[src/rtl/iob_cache_line_xfer_pkg.sv]
// Shared constants for the cache line transfer block.
// FSM encodings live here so all files agree on them.
package iob_cache_line_xfer_pkg;

   localparam logic [1:0] ST_IDLE = 2'd0;
   localparam logic [1:0] ST_WR   = 2'd1;
   localparam logic [1:0] ST_RD   = 2'd2;
   localparam logic [1:0] ST_RESP = 2'd3;

endpackage

[src/rtl/iob_cache_line_xfer_if.sv]
// IOb native bus bundle.
// Used for both the line-wide buffer port and the word-wide memory port.
interface iob_cache_line_xfer_if #(
   parameter int ADDR_W = 32,
   parameter int DATA_W = 32
);
   logic                  avalid;
   logic [ADDR_W-1:0]     addr;
   logic [DATA_W-1:0]     wdata;
   logic [DATA_W/8-1:0]   wstrb;
   logic                  ready;
   logic [DATA_W-1:0]     rdata;
   logic                  rvalid;

   modport master (
      output avalid, addr, wdata, wstrb,
      input  ready, rdata, rvalid
   );

   modport slave (
      input  avalid, addr, wdata, wstrb,
      output ready, rdata, rvalid
   );
endinterface

[src/rtl/iob_cache_line_xfer_asm.sv]
// Fill-side line assembler.
// Read words land in slot rcnt, in arrival order.
module iob_cache_line_xfer_asm #(
   parameter int DATA_W        = 32,
   parameter int WORD_OFFSET_W = 2
) (
   input  logic                                clk_i,
   input  logic                                rst_i,
   input  logic                                clr_i,
   input  logic                                we_i,
   input  logic [DATA_W-1:0]                   wdata_i,
   output logic [DATA_W*(1<<WORD_OFFSET_W)-1:0] line_o,
   output logic [WORD_OFFSET_W:0]              rcnt_o
);
   localparam int BLKSZ = 1 << WORD_OFFSET_W;
   localparam int CNT_W = WORD_OFFSET_W + 1;
   localparam int IDX_W = (WORD_OFFSET_W > 0) ? WORD_OFFSET_W : 1;

   logic [BLKSZ-1:0][DATA_W-1:0] words;
   logic [CNT_W-1:0]             rcnt;
   logic [IDX_W-1:0]             idx;

   assign idx = IDX_W'(rcnt);

   // store each returned word and advance the fill pointer
   always_ff @(posedge clk_i) begin
      if (rst_i) begin
         rcnt  <= '0;
         words <= '0;
      end else if (clr_i) begin
         rcnt <= '0;
      end else if (we_i) begin
         words[idx] <= wdata_i;
         rcnt       <= rcnt + CNT_W'(1);
      end
   end

   assign line_o = words;
   assign rcnt_o = rcnt;
endmodule

[src/rtl/iob_cache_line_xfer.sv]
// Cache back-end line transfer: one line request in,
// BLKSZ word transactions out on the memory port.
module iob_cache_line_xfer
   import iob_cache_line_xfer_pkg::*;
#(
   parameter int ADDR_W        = 32,
   parameter int DATA_W        = 32,
   parameter int WORD_OFFSET_W = 2
) (
   input  logic                   clk_i,
   input  logic                   rst_i,
   iob_cache_line_xfer_if.slave   buf_iob,
   iob_cache_line_xfer_if.master  mem_iob,
   output logic                   busy_o
);
   localparam int NBYTES     = DATA_W / 8;
   localparam int NBYTES_W   = $clog2(NBYTES);
   localparam int BLKSZ      = 1 << WORD_OFFSET_W;
   localparam int LINE_W     = DATA_W * BLKSZ;
   localparam int BUF_ADDR_W = ADDR_W - WORD_OFFSET_W;
   localparam int MEM_ADDR_W = ADDR_W + NBYTES_W;
   localparam int CNT_W      = WORD_OFFSET_W + 1;
   localparam int IDX_W      = (WORD_OFFSET_W > 0) ? WORD_OFFSET_W : 1;
   localparam logic [CNT_W-1:0] LAST = CNT_W'(BLKSZ - 1);
   localparam logic [CNT_W-1:0] ENDC = CNT_W'(BLKSZ);

   logic [1:0]                   state;
   logic [CNT_W-1:0]             wcnt;
   logic [CNT_W-1:0]             rcnt;
   logic [IDX_W-1:0]             widx;
   logic [BUF_ADDR_W-1:0]        line_addr;
   logic [BLKSZ-1:0][DATA_W-1:0] wd_r;
   logic [BLKSZ-1:0][NBYTES-1:0] ws_r;
   logic [LINE_W-1:0]            line;
   logic [LINE_W-1:0]            rdata_r;
   logic is_idle, is_wr, is_rd, is_resp;
   logic accept, skip, issue, adv, rd_we, rd_last;

   assign is_idle = (state == ST_IDLE);
   assign is_wr   = (state == ST_WR);
   assign is_rd   = (state == ST_RD);
   assign is_resp = (state == ST_RESP);

   assign widx    = IDX_W'(wcnt);
   assign accept  = is_idle & buf_iob.avalid;
   assign skip    = is_wr & ~|ws_r[widx];
   assign issue   = ~rst_i & ((is_wr & ~skip) | (is_rd & (wcnt != ENDC)));
   assign adv     = skip | (issue & mem_iob.ready);
   assign rd_we   = is_rd & mem_iob.rvalid;
   assign rd_last = rd_we & (rcnt == LAST);

   // request capture, word issue counter and FSM
   always_ff @(posedge clk_i) begin
      if (rst_i) begin
         state     <= ST_IDLE;
         wcnt      <= '0;
         line_addr <= '0;
         wd_r      <= '0;
         ws_r      <= '0;
      end else begin
         unique case (1'b1)
            is_idle: if (accept) begin
               line_addr <= buf_iob.addr;
               wd_r      <= buf_iob.wdata;
               ws_r      <= buf_iob.wstrb;
               wcnt      <= '0;
               state     <= (|buf_iob.wstrb) ? ST_WR : ST_RD;
            end
            is_wr: if (adv) begin
               wcnt <= wcnt + CNT_W'(1);
               if (wcnt == LAST) state <= ST_IDLE;
            end
            is_rd: begin
               if (issue & mem_iob.ready) wcnt <= wcnt + CNT_W'(1);
               if (rd_last) state <= ST_RESP;
            end
            is_resp: state <= ST_IDLE;
            default: state <= ST_IDLE;
         endcase
      end
   end

   // keep the last delivered line visible until the next fill completes
   always_ff @(posedge clk_i) begin
      if (rst_i) rdata_r <= '0;
      else if (is_resp) rdata_r <= line;
   end

   iob_cache_line_xfer_asm #(
      .DATA_W       (DATA_W),
      .WORD_OFFSET_W(WORD_OFFSET_W)
   ) u_asm (
      .clk_i  (clk_i),
      .rst_i  (rst_i),
      .clr_i  (accept),
      .we_i   (rd_we),
      .wdata_i(mem_iob.rdata),
      .line_o (line),
      .rcnt_o (rcnt)
   );

   assign buf_iob.ready  = ~rst_i & is_idle;
   assign buf_iob.rvalid = ~rst_i & is_resp;
   assign buf_iob.rdata  = rst_i ? '0 : (is_resp ? line : rdata_r);

   assign mem_iob.avalid = issue;
   assign mem_iob.addr   = issue
      ? ((MEM_ADDR_W'(line_addr) << (WORD_OFFSET_W + NBYTES_W))
        | (MEM_ADDR_W'(widx) << NBYTES_W))
      : '0;
   assign mem_iob.wdata  = (issue & is_wr) ? wd_r[widx] : '0;
   assign mem_iob.wstrb  = (issue & is_wr) ? ws_r[widx] : '0;

   assign busy_o = ~rst_i & ~is_idle;
endmodule

[src/flat_wrapper.sv]
// flat-port wrapper written by rule: the top's interface ports become plain ports
module iob_cache_line_xfer_flat import iob_cache_line_xfer_pkg::*;
#(
   parameter int ADDR_W        = 32,
   parameter int DATA_W        = 32,
   parameter int WORD_OFFSET_W = 2
)
  (clk_i, rst_i, busy_o, buf_iob_avalid, buf_iob_addr, buf_iob_wdata, buf_iob_wstrb, buf_iob_ready, buf_iob_rdata, buf_iob_rvalid, mem_iob_avalid, mem_iob_addr, mem_iob_wdata, mem_iob_wstrb, mem_iob_ready, mem_iob_rdata, mem_iob_rvalid);
  iob_cache_line_xfer_if #(.ADDR_W(ADDR_W), .DATA_W(DATA_W)) buf_iob_i ();
  iob_cache_line_xfer_if #(.ADDR_W(ADDR_W), .DATA_W(DATA_W)) mem_iob_i ();
  input  logic clk_i;
  input  logic rst_i;
  output logic busy_o;
  input wire logic [$bits(buf_iob_i.avalid)-1:0] buf_iob_avalid;
  input wire logic [$bits(buf_iob_i.addr)-1:0] buf_iob_addr;
  input wire logic [$bits(buf_iob_i.wdata)-1:0] buf_iob_wdata;
  input wire logic [$bits(buf_iob_i.wstrb)-1:0] buf_iob_wstrb;
  output wire logic [$bits(buf_iob_i.ready)-1:0] buf_iob_ready;
  output wire logic [$bits(buf_iob_i.rdata)-1:0] buf_iob_rdata;
  output wire logic [$bits(buf_iob_i.rvalid)-1:0] buf_iob_rvalid;
  output wire logic [$bits(mem_iob_i.avalid)-1:0] mem_iob_avalid;
  output wire logic [$bits(mem_iob_i.addr)-1:0] mem_iob_addr;
  output wire logic [$bits(mem_iob_i.wdata)-1:0] mem_iob_wdata;
  output wire logic [$bits(mem_iob_i.wstrb)-1:0] mem_iob_wstrb;
  input wire logic [$bits(mem_iob_i.ready)-1:0] mem_iob_ready;
  input wire logic [$bits(mem_iob_i.rdata)-1:0] mem_iob_rdata;
  input wire logic [$bits(mem_iob_i.rvalid)-1:0] mem_iob_rvalid;
  assign buf_iob_i.avalid = buf_iob_avalid;
  assign buf_iob_i.addr = buf_iob_addr;
  assign buf_iob_i.wdata = buf_iob_wdata;
  assign buf_iob_i.wstrb = buf_iob_wstrb;
  assign buf_iob_ready = buf_iob_i.ready;
  assign buf_iob_rdata = buf_iob_i.rdata;
  assign buf_iob_rvalid = buf_iob_i.rvalid;
  assign mem_iob_avalid = mem_iob_i.avalid;
  assign mem_iob_addr = mem_iob_i.addr;
  assign mem_iob_wdata = mem_iob_i.wdata;
  assign mem_iob_wstrb = mem_iob_i.wstrb;
  assign mem_iob_i.ready = mem_iob_ready;
  assign mem_iob_i.rdata = mem_iob_rdata;
  assign mem_iob_i.rvalid = mem_iob_rvalid;
  iob_cache_line_xfer #(.ADDR_W(ADDR_W), .DATA_W(DATA_W), .WORD_OFFSET_W(WORD_OFFSET_W)) u_core (.clk_i(clk_i), .rst_i(rst_i), .buf_iob(buf_iob_i), .mem_iob(mem_iob_i), .busy_o(busy_o));
endmodule
[config.mk]
export PLATFORM = sky130hd
export DESIGN_NAME = iob_cache_line_xfer_flat
export DESIGN_NICKNAME = d
export VERILOG_FILES = /design/src/rtl/iob_cache_line_xfer_pkg.sv /design/src/rtl/iob_cache_line_xfer_if.sv /design/src/rtl/iob_cache_line_xfer_asm.sv /design/src/rtl/iob_cache_line_xfer.sv /design/src/flat_wrapper.sv
export SDC_FILE = /design/constraint.sdc
export NUM_CORES = 1
export LEC_CHECK = 0
export CAP_MARGIN = 20
export CORE_MARGIN = 2
export CORE_UTILIZATION = 30
export DETAILED_ROUTE_END_ITERATION = 8
export SYNTH_ARGS = -nofsm -noshare
export SYNTH_HDL_FRONTEND = slang
export SYNTH_SLANG_ARGS = --single-unit
[constraint.sdc]
create_clock -name clk_i -period 5.11 [get_ports clk_i]
set_input_delay 1.022 -clock clk_i [delete_from_list [all_inputs] [get_ports clk_i]]
set_output_delay 1.022 -clock clk_i [all_outputs]
set_load 0.01 [all_outputs]
**After elaboration in Yosys (flattened, before gate mapping)**

Index checks and enable logic that the tools add are counted.

- Add/sub/neg operators: 2
- Magnitude comparators: 3
- Equality and inequality tests: 11
- Muxes and demuxes: 22
- Bitwise logic cells: 19
- Reductions and logical operators: 11

Operators by type and width:

| operator | count |
|---|---|
| two-way mux 32 bit | 6 |
| bitwise mux 128 bit | 1 |
| binary-select mux 32 bit (select 2 bit) | 1 |
| demux 32 bit (select 2 bit) | 1 |
| bitwise OR 32 x 4 -> 32 bit | 1 |
| bitwise AND 1 bit | 12 |
| two-way mux 2 bit | 5 |
| != test 2 bit (second input constant) | 5 |
| two-way mux 3 bit | 3 |
| case mux 3 bit (3 select lines) | 1 |
| binary-select mux 4 bit (select 2 bit) | 1 |
| two-way mux 4 bit | 2 |
| AND reduction 4 bit | 2 |
| OR reduction 4 bit | 2 |
| adder 3 x 1 -> 3 bit (second input constant) | 2 |
| equality test 3 x 2 -> 1 bit (second input constant) | 2 |
| less-than comparator 2 x 3 -> 1 bit (second input constant) | 2 |
| case mux 2 bit (3 select lines) | 1 |
| equality test 2 bit (second input constant) | 2 |
| NOT 1 bit | 4 |
| AND reduction 2 bit | 2 |
| != test 3 bit (second input constant) | 1 |
| nonzero test 3 bit | 1 |
| equality test 2 x 1 -> 1 bit (second input constant) | 1 |
| other kinds (6) | 7 |

- Flip-flop bits (word level): 232
- Word-level logic and storage cells: 79

**Depth between registers and ports, before layout**

Gate-level depths: netlist (run 1).

- Word-level depth: 13
- Depth in mapped cells: 8
- Depth with buffers taken out: 6

**By module**

From an unflattened synthesis (run 1), not the netlist that was laid out.

- Cell total of the unflattened synthesis: 998
- Area, all modules: 9605.5 sq um

Modules (own cells, without submodules):

| module | times used | cells an instance | area an instance (sq um) | seq. area each (sq um) |
|---|---|---|---|---|
| iob_cache_line_xfer_asm | 1 | 473 | 5327.6 | 2622.5 |
| iob_cache_line_xfer | 1 | 525 | 4277.9 | 2021.9 |

**Worst setup path after synthesis (run 1)**

Ideal clock, no wire load.

- Path kind: input-to-output
- Start point: input rst_i
- End point: output buf_iob_rdata[0]
- Arrival time: 1.852 ns
- Slack: 2.236 ns
- Stages on the path: 4
- Buffers on the path: 3
- Cell sequence: buf_2 clkbuf_1 clkbuf_1 nor2_1

- Longest elaborated chain between the ends: 1

Ends and longest elaborated chain:

| what | RTL line | text |
|---|---|---|
| from (decl) | flat_wrapper.sv:12 | `input logic rst_i;` |
| two-way mux 32 bit | iob_cache_line_xfer.sv:104 | `assign buf_iob.rdata = rst_i ? '0 : (is_resp ? line : rdata_r);` |
| to (decl) | flat_wrapper.sv:19 | `output wire logic [$bits(buf_iob_i.rdata)-1:0] buf_iob_rdata;` |

No other way between the ends.

**Final worst setup path (run 1)**

- Start point: register u_core.state[1]
- End point: output mem_iob_wdata[2]

- Longest elaborated chain between the ends: 8

Ends and longest elaborated chain:

| what | RTL line | text |
|---|---|---|
| from (decl) | iob_cache_line_xfer.sv:27 | `logic [1:0] state;` |
| from (signal assigned) | iob_cache_line_xfer.sv:67 | `state <= (\|buf_iob.wstrb) ? ST_WR : ST_RD;` |
| equality test 2 x 1 -> 1 bit | iob_cache_line_xfer.sv:40 | `assign is_wr = (state == ST_WR);` |
| bitwise AND 1 bit | iob_cache_line_xfer.sv:46 | `assign skip = is_wr & ~\|ws_r[widx];` |
| NOT 1 bit | iob_cache_line_xfer.sv:47 | `assign issue = ~rst_i & ((is_wr & ~skip) \| (is_rd & (wcnt != ENDC)));` |
| bitwise AND 1 bit | iob_cache_line_xfer.sv:47 |  |
| bitwise OR 1 bit | iob_cache_line_xfer.sv:47 |  |
| bitwise AND 1 bit | iob_cache_line_xfer.sv:47 |  |
| bitwise AND 1 bit (*) | iob_cache_line_xfer.sv:111 | `assign mem_iob.wdata = (issue & is_wr) ? wd_r[widx] : '0;` |
| two-way mux 32 bit (*) | iob_cache_line_xfer.sv:111 |  |
| to (decl) | flat_wrapper.sv:23 | `output wire logic [$bits(mem_iob_i.wdata)-1:0] mem_iob_wdata;` |

Mark *: on every way between the ends. The rest lies on a longest branch, timed or not.

==> results.txt, run 1 <==
number of synthesized flops with an enable pin - 0
Switching Fraction - 28.5%
post-synthesis sequential area ratio - 48.7%
arrival time at the worst endpoint - 2.78 ns
worst slack at placement - 1.29 ns
antenna violations before repair - 0
startpoint-to-endpoint class of the critical path - reg -> out
internal power contribution - 2.26 mW
Worst-Margin Slew - 1.09 ns
WL/cell - 13.5 um
static leakage - 2.98 nW
Final GP Congestion - 0.718
Cell variety after synth - 41
hold_buf cts - 0
Final setup violation count - 0
largest net degree at the start of global routing - 77
Total Routing Usage GR - 14.9%
IO Port Bufs - 202
layout overhead on the synthesized area - 49.0%
number of global-route vias before repair - 4535
total placed instance area - 0.00772 mm2
Post-DP HPWL - 9580 um
initial core utilization - 30.9%
top flip-flop cell by instance count after synthesis - sky130_fd_sc_hd__dfxtp_1
total power - 3.16 mW
Critical Path Fanout Max - 36
warning count from the yosys run - 0
peak-usage layer in the global routing report - met2
TritonCTS clock tree - yes
clock edge transition at the registers on the reported setup and hold paths - 0.06 ns
crit end category - output pin
post-route setup TNS - 0 ns
final-layout fill cell count - 1834
Fmax achieved - 263 MHz
Diodes inserted - 0
htree depth - 4
outcome - finished, final reports clean
DIE AREA - 0.0197 mm2
Routed Antenna Nets - 0
cell type with the highest aggregate area in the netlist - sky130_fd_sc_hd__dfxtp_1
share of total power in combinational logic - 21.4%
post-cts repair resize count - 0
synthesis-stage register bit count - 136
gr ovfl total - 0
met2 track utilization from global routing - 23.6%
maximum count of clock buffers along a single path - 2
Post-layout nets - 974
Max Cap Viol - 0
post-route fraction of the period consumed by the critical path - 74.4%
total count of hold-check failures in the final report - 0
number of slew-limit violations in the final report - 0
overall die height - 140 um
final WL - 14900 um
placeable core region - 0.0181 mm2
Mapped Cells - 680
number of remaining DRC errors - 0
top cells by area, synth - sky130_fd_sc_hd__dfxtp_1, sky130_fd_sc_hd__nand2_1, sky130_fd_sc_hd__a21oi_1
number of design-rule violations left by the first detailed-router iteration - 172
via total after detailed routing - 4950
total area of multi-input combinational cells - 0.00259 mm2
number of buffers created by CTS - 17
top-count cell post-synth - sky130_fd_sc_hd__nand2_1
worst slew margin relative to its limit - 27.3%
worst hold margin - 0.446 ns
worst IR drop on VDD - 0.000217 V
Post-Synthesis Cell Area - 0.00559 mm2
clock tree root buffer cell - sky130_fd_sc_hd__clkbuf_16
total iterations of the first detailed-routing run - 7
setup bufs post-CTS - 0
first-pass GRT wire length - 23400 um
switching pwr - 0.900 mW
final worst clock skew - 0.00843 ns
clock latency on the worst-skew pair - 0.41 ns
area of all placed cells without fillers - 0.00832 mm2
required time reported for the critical path endpoint - 4.09 ns
met1 routing resource usage after global routing - 18.2%
area of all sequential standard cells - 0.00272 mm2
fraction of final layout cells with drive strength greater than 1 - 6.65%
final worst setup slack - 1.31 ns
# IOs - 209
std cell rows - 49
Final Non-Filler Cells - 1101
via density per instance - 4.50
ranking of synthesized cells by instance count - sky130_fd_sc_hd__nand2_1, sky130_fd_sc_hd__dfxtp_1, sky130_fd_sc_hd__a21oi_1
total power divided by cell area - 379 mW/mm2
placed cells - 1069
Avg Synthesized Cell Area - 8.21 um2
x dimension of the die - 140 um
final cell utilization of the core - 46.0%
share of the synthesized area in the top cell type - 48.7%
unrepaired setup endpoints after global routing - false
crit path launch type - register
power share of the clock group - 39.1%
clock sink count - 136
met3 Use GR - 6.63%
Tmin final - 3.80 ns
hold crit path type - reg -> reg
asr flop ratio synth - 0%
Seq pwr share - 39.5%
-- power groups by stage --
stage | clock network, mW | logic, mW | registers, mW
after detailed placement | 0 | 0.688 | 1.27
after floorplan | 0 | 0.463 | 1.25
final | 1.24 | 0.676 | 1.25
after CTS | 1.27 | 0.690 | 1.25
after global placement | 0 | 0.686 | 1.27
after global routing | 1.31 | 0.758 | 1.26
-- per-layer routing --
layer  vias to the layer above  routed length [um]
met3                        15                1450
met5                         -                   0
li1                       2555                   -
met4                         0                 201
met2                       169                6520
met1                      2211                6710
-- placed cells by master (no fill, tap or decap), drive strengths merged, types with 2 or more instances in the layout --
cell type        n
clkdlybuf4s50  201
nand2          198
dfxtp          136
a21oi          101
and2            65
nor2            36
mux2i           33
clkbuf          20
inv             11
ha              10
nor3             8
buf              8
clkinv           7
nor2b            4
nand2b           3
bufinv           3
nor3b            3
o32ai            2
conb             2
clkinvlp         2
nor4             2
or4              2
o21ai            2
-- worst paths after layout --
path / slack, ns / depth (start not counted) / start / to
setup / recovery: 1.31 / 7 / u_core.state[1] / mem_iob_wdata[2]
hold / removal: 0.45 / 2 / u_core.line_addr[7] / u_core.line_addr[7]
setup reg to reg: 2.90 / 7 / u_core.state[0] / u_core.wcnt[2]
hold reg to reg: 0.45 / 2 / u_core.line_addr[7] / u_core.line_addr[7]
-- state kept, by name (all words and copies together), names as in the netlist --
register and flops:
u_core.u_asm.rcnt_o 3, u_core.wcnt 3, u_core.line_addr 28, u_core.wd_r 32, u_core.ws_r 4, u_core.rdata_r 32, u_core.u_asm.line_o 32, u_core.state 2
-- critical path: stages (launching register included) --
cell and delay [ns]:
sky130_fd_sc_hd__dfxtp_1 0.34, sky130_fd_sc_hd__inv_1 0.09, sky130_fd_sc_hd__ha_1 0.21, sky130_fd_sc_hd__or3b_4 0.43, sky130_fd_sc_hd__a211oi_4 0.20, sky130_fd_sc_hd__buf_4 0.33
sky130_fd_sc_hd__and2_1 0.19, sky130_fd_sc_hd__clkdlybuf4s50_1 0.56
-- cell families after synthesis --
family	share of synthesized area, %
simple gates	26.8
flops	48.7
fa+ha+maj	2.24
compound gates	10.9
buf+inv	5.20
mux	5.91
other cells	0.0671
xor+xnor	0.157
-- final cells by class --
class | instances | area share, %
clock buffer | 20 | 5.37
clock inverter | 12 | 1.82
inverter | 11 | 0.496
multi-input combinational | 484 | 31.1
sequential | 136 | 32.7
tap | 229 | 3.44
timing repair buffer | 209 | 25.0
Note: power is estimated with default switching activity, not from simulation.
==> run 2, diff against run 1 <==
==> constraint.sdc (replaced) <==
create_clock -name clk_i -period 3.8 [get_ports clk_i]
set_input_delay 0.76 -clock clk_i [delete_from_list [all_inputs] [get_ports clk_i]]
set_output_delay 0.76 -clock clk_i [all_outputs]
set_load 0.01 [all_outputs]
==> run 2 against run 1 <==
First-iteration DRC count rose by 8.7%; final cell count is 0.27% higher; clock power up 36%; power grew 35%; critical path type unchanged; largest power group is now clock.
==> results.txt, run 2 (synthesis results as in run 1) <==
Max Cap Viol - 0
# IOs - 209
clock tree root buffer cell - sky130_fd_sc_hd__clkbuf_16
largest net degree at the start of global routing - 65
Seq pwr share - 39.2%
Post-layout nets - 977
via total after detailed routing - 4953
Switching Fraction - 28.7%
placed cells - 1072
share of total power in combinational logic - 21.3%
clock edge transition at the registers on the reported setup and hold paths - 0.06 ns
switching pwr - 1.23 mW
Worst path slowest cell - sky130_fd_sc_hd__clkdlybuf4s50_1
final WL - 15000 um
commonest cells after routing, fill and taps aside - sky130_fd_sc_hd__clkdlybuf4s50_1, sky130_fd_sc_hd__nand2_1, sky130_fd_sc_hd__dfxtp_1
post-route fraction of the period consumed by the critical path - 93.0%
hold_buf cts - 0
static leakage - 3.00 nW
number of remaining DRC errors - 0
Routed Antenna Nets - 0
Final Non-Filler Cells - 1104
crit end category - output pin
gr ovfl total - 0
number of slew-limit violations in the final report - 0
DIE AREA - 0.0197 mm2
clock latency on the worst-skew pair - 0.42 ns
hold crit path type - reg -> reg
via density per instance - 4.49
worst slew margin relative to its limit - 54.5%
post-cts repair resize count - 0
most frequent standard cell in the layout excluding fill and tap cells - sky130_fd_sc_hd__clkdlybuf4s50_1
Fmax achieved - 283 MHz
fraction of final layout cells with drive strength greater than 1 - 7.09%
x dimension of the die - 140 um
instance count along the most critical hold path - 2
number of cells on the worst reg-to-reg path - 6
Final GP Congestion - 0.776
std cell rows - 49
overall die height - 140 um
critical path buffer and inverter count - 3
total iterations of the first detailed-routing run - 4
Tmin final - 3.53 ns
worst hold margin - 0.448 ns
instance count on the critical path - 7
Total Routing Usage GR - 15.3%
maximum count of clock buffers along a single path - 2
first-pass GRT wire length - 24200 um
Critical Path Fanout Max - 36
Worst-Margin Slew - 0.683 ns
total power - 4.28 mW
required time reported for the critical path endpoint - 3.04 ns
register-to-register setup slack - 1.74 ns
total power divided by cell area - 513 mW/mm2
initial core utilization - 30.9%
delay of the slowest cell on the worst path - 0.57 ns
TritonCTS clock tree - yes
layout overhead on the synthesized area - 49.3%
origin of the worst min-delay path - u_core.line_addr[7]
internal power contribution - 3.05 mW
Final setup violation count - 0
outcome - finished, final reports clean
endpoint of the lowest-slack register-to-register path - u_core.line_addr[17]
Diodes inserted - 0
number of global-route vias before repair - 4761
antenna violations before repair - 0
setup bufs post-CTS - 0
cell family with the largest share of critical-path delay - buffers and inverters
final worst clock skew - 0.00527 ns
end point of the most critical hold path - u_core.line_addr[7]
unrepaired setup endpoints after global routing - false
startpoint-to-endpoint class of the critical path - reg -> out
placeable core region - 0.0181 mm2
power share of the clock group - 39.5%
number of buffers created by CTS - 17
post-route setup TNS - 0 ns
IO Port Bufs - 202
number of design-rule violations left by the first detailed-router iteration - 187
cells along the critical path - inv_1, ha_1, or3b_4, a211oi_4, buf_4, and2_1, clkdlybuf4s50_1
htree depth - 4
clock sink count - 136
total count of hold-check failures in the final report - 0
arrival time at the worst endpoint - 2.77 ns
worst IR drop on VDD - 0.000302 V
crit path launch type - register
WL/cell - 13.6 um
FF-to-FF Start - u_core.state[0]
Post-DP HPWL - 9990 um
## run 2: cell types whose count changed in the layout (fill, tap and decap cells not counted)
cell                         previous run  this run
sky130_fd_sc_hd__clkbuf_1               2         1
sky130_fd_sc_hd__clkbuf_8               1         2
sky130_fd_sc_hd__buf_12                 1         0
sky130_fd_sc_hd__clkinvlp_4             2         3
sky130_fd_sc_hd__buf_4                  7        11
sky130_fd_sc_hd__clkinv_4               3         2
## run 2: worst max path at each step
| stage | startpoint | end | slack, ns |
|---|---|---|---|
| 2_1_floorplan | u_core.state[1] | mem_iob_wdata[10] | 1.40 |
| 3_3_place_gp | u_core.state[1] | mem_iob_wdata[31] | 0.74 |
| 3_5_place_dp | u_core.state[1] | mem_iob_wdata[31] | 0.69 |
| 4_1_cts | u_core.state[1] | mem_iob_wdata[31] | 0.23 |
| 5_1_grt | u_core.state[0] | mem_iob_wdata[31] | 0.07 |
| 6_report | u_core.state[1] | mem_iob_wdata[31] | 0.27 |
## run 2: layout make-up
class	instances	area, um2
clock buffer	20	457
clock inverter	12	150
fill	1798	9750
inverter	11	41.3
multi-input combinational	484	2590
sequential	136	2720
tap	229	287
timing repair buffer	212	2090
## run 2: power groups by stage
stage | clock (mW) | combinational [mW] | sequential [mW]
floorplan | 0 | 0.622 | 1.68
global placement | 0 | 0.916 | 1.70
detailed placement | 0 | 0.920 | 1.71
CTS | 1.74 | 0.925 | 1.68
global route | 1.79 | 1.02 | 1.70
finish | 1.69 | 0.911 | 1.67
## run 2: worst register-to-register path, cell delays in order, from the launching register on
cell and delay (ns):
sky130_fd_sc_hd__dfxtp_1 0.38, sky130_fd_sc_hd__inv_1 0.08, sky130_fd_sc_hd__ha_1 0.28, sky130_fd_sc_hd__nand2_2 0.46, sky130_fd_sc_hd__buf_4 0.51, sky130_fd_sc_hd__nand2_1 0.10
sky130_fd_sc_hd__a21oi_1 0.17
## run 2: routing by layer
| metal | vias to the layer above | wire length [um] | share of wire (%) | track usage (%) |
|---|---|---|---|---|
| li1 | 2557 | - | - | - |
| met1 | 2214 | 6740 | 45 | 18.7 |
| met2 | 164 | 6690 | 45 | 24.3 |
| met3 | 18 | 1360 | 9.0 | 6.39 |
| met4 | 0 | 233 | 1.6 | 5.48 |
| met5 | - | 0 | 0 | 0 |
## run 2: per-stage QoR
stage	worst slack [ns]	instance area (um2)	util, %
final	0.267	8340	46.1
after global routing	0.0727	8340	46.1
after CTS	0.229	8340	46.1
after detailed placement	0.688	7730	42.8
after global placement	0.735	7730	42.8
after floorplan	1.40	5590	-
==> run 3, diff against run 2 <==
--- a/config.mk
+++ b/config.mk
@@ -6,9 +6,10 @@
 export NUM_CORES = 1
 export LEC_CHECK = 0
 export CAP_MARGIN = 20
-export CORE_MARGIN = 2
+export CORE_MARGIN = 5
 export CORE_UTILIZATION = 30
 export DETAILED_ROUTE_END_ITERATION = 8
+export HOLD_SLACK_MARGIN = 0.12
 export SYNTH_ARGS = -nofsm -noshare
 export SYNTH_HDL_FRONTEND = slang
 export SYNTH_SLANG_ARGS = --single-unit
==> run 3 against run 2 <==
Global-route usage fell by 1.0 points; power fell by 2.3%; setup slack better by 0.030 ns; design area down 0.36%; core utilization decreased by 1.2 points; sequential share of layout area rose by 0.12 points; die area is 8.7% higher; wire length up 3.6%; maximum frequency rose by 0.86%; critical path type unchanged.
==> results.txt, run 3 (synthesis results as in run 1) <==
outcome - finished, final reports clean
post-route setup TNS - 0 ns
Worst-Margin Slew - 0.743 ns
final worst clock skew - 0.00913 ns
clock latency on the worst-skew pair - 0.41 ns
met2 track utilization from global routing - 22.2%
arrival time at the worst endpoint - 2.74 ns
# IOs - 209
via total after detailed routing - 4986
met1 routing resource usage after global routing - 17.1%
worst slew margin relative to its limit - 50.4%
Max Cap Viol - 0
Total Routing Usage GR - 14.3%
Final setup violation count - 0
hold_buf cts - 0
required time reported for the critical path endpoint - 3.04 ns
total power - 4.18 mW
number of global-route vias before repair - 4734
x dimension of the die - 146 um
peak-usage layer in the global routing report - met2
Post-DP HPWL - 10300 um
unrepaired setup endpoints after global routing - false
crit path launch type - register
total iterations of the first detailed-routing run - 6
htree depth - 4
number of remaining DRC errors - 0
met3 Use GR - 7.11%
setup bufs post-CTS - 0
clock edge transition at the registers on the reported setup and hold paths - 0.06 ns
Routed Antenna Nets - 0
area of all sequential standard cells - 0.00272 mm2
overall die height - 146 um
fraction of final layout cells with drive strength greater than 1 - 6.64%
clock sink count - 136
WL/cell - 14.0 um
number of slew-limit violations in the final report - 0
final-layout fill cell count - 1879
initial core utilization - 30.2%
hold crit path type - reg -> reg
post-cts repair resize count - 0
TritonCTS clock tree - yes
worst IR drop on VDD - 0.000285 V
crit end category - output pin
Diodes inserted - 0
gr ovfl total - 0
via density per instance - 4.50
final WL - 15600 um
largest net degree at the start of global routing - 146
area of all placed cells without fillers - 0.00831 mm2
post-route fraction of the period consumed by the critical path - 92.2%
number of design-rule violations left by the first detailed-router iteration - 183
Critical Path Fanout Max - 36
total count of hold-check failures in the final report - 0
Final GP Congestion - 0.764
maximum count of clock buffers along a single path - 2
commonest cells after routing, fill and taps aside - sky130_fd_sc_hd__clkdlybuf4s50_1, sky130_fd_sc_hd__nand2_1, sky130_fd_sc_hd__dfxtp_1
number of buffers created by CTS - 17
IO Port Bufs - 202
static leakage - 2.98 nW
layout overhead on the synthesized area - 48.8%
Fmax achieved - 285 MHz
startpoint-to-endpoint class of the critical path - reg -> out
most frequent standard cell in the layout excluding fill and tap cells - sky130_fd_sc_hd__clkdlybuf4s50_1
std cell rows - 50
placeable core region - 0.0185 mm2
DIE AREA - 0.0214 mm2
total area of multi-input combinational cells - 0.00259 mm2
Tmin final - 3.50 ns
Post-layout nets - 976
clock tree root buffer cell - sky130_fd_sc_hd__clkbuf_16
first-pass GRT wire length - 24700 um
antenna violations before repair - 1
total placed instance area - 0.00774 mm2
total power divided by cell area - 503 mW/mm2
[run 3: layout make-up]
class	count	share of cell area (%)
timing repair buffer	211	25.3
clock buffer	21	5.30
inverter	11	0.497
sequential	136	32.8
clock inverter	11	1.51
tap	234	3.52
multi-input combinational	484	31.2
[run 3: critical path, cell delays in order, from the launching register on]
cell,delay [ns]
sky130_fd_sc_hd__dfxtp_1,0.34
sky130_fd_sc_hd__inv_1,0.08
sky130_fd_sc_hd__ha_1,0.21
sky130_fd_sc_hd__or3b_4,0.43
sky130_fd_sc_hd__a211oi_4,0.20
sky130_fd_sc_hd__buf_4,0.32
sky130_fd_sc_hd__and2_1,0.18
sky130_fd_sc_hd__clkdlybuf4s50_1,0.57
[run 3: worst paths after layout]
kind	from	end	cells past startpoint	slack (ns)
worst max-delay path	u_core.state[1]	mem_iob_wdata[5]	7	0.30
worst min-delay path	u_core.line_addr[27]	u_core.line_addr[27]	2	0.45
worst max register to register	u_core.state[0]	u_core.u_asm.line_o[10]	7	1.82
worst min register to register	u_core.line_addr[27]	u_core.line_addr[27]	2	0.45
[run 3: power breakdown]
group          leakage, nW  internal, mW  total (mW)  switching (mW)
combinational         1.60         0.399       0.919           0.520
sequential            1.11          1.59        1.67          0.0821
clock                0.271         0.967        1.59           0.619
[run 3: metrics by stage]
stage	utilization (%)	worst slack, ns	cells	hold WS, ns
after floorplan	-	1.40	681	0.432
after global routing	44.9	0.112	1108	0.462
after CTS	44.9	0.246	1108	0.450
after detailed placement	41.8	0.699	1076	0.442
final	44.9	0.297	1108	0.447
after global placement	41.8	0.724	1076	0.438
[run 3: routing by layer]
metal / vias to the layer above / share of wire, %
met5: - / 0.13
met4: 2 / 1.6
met3: 18 / 10
met2: 168 / 43
met1: 2237 / 45
li1: 2561 / -
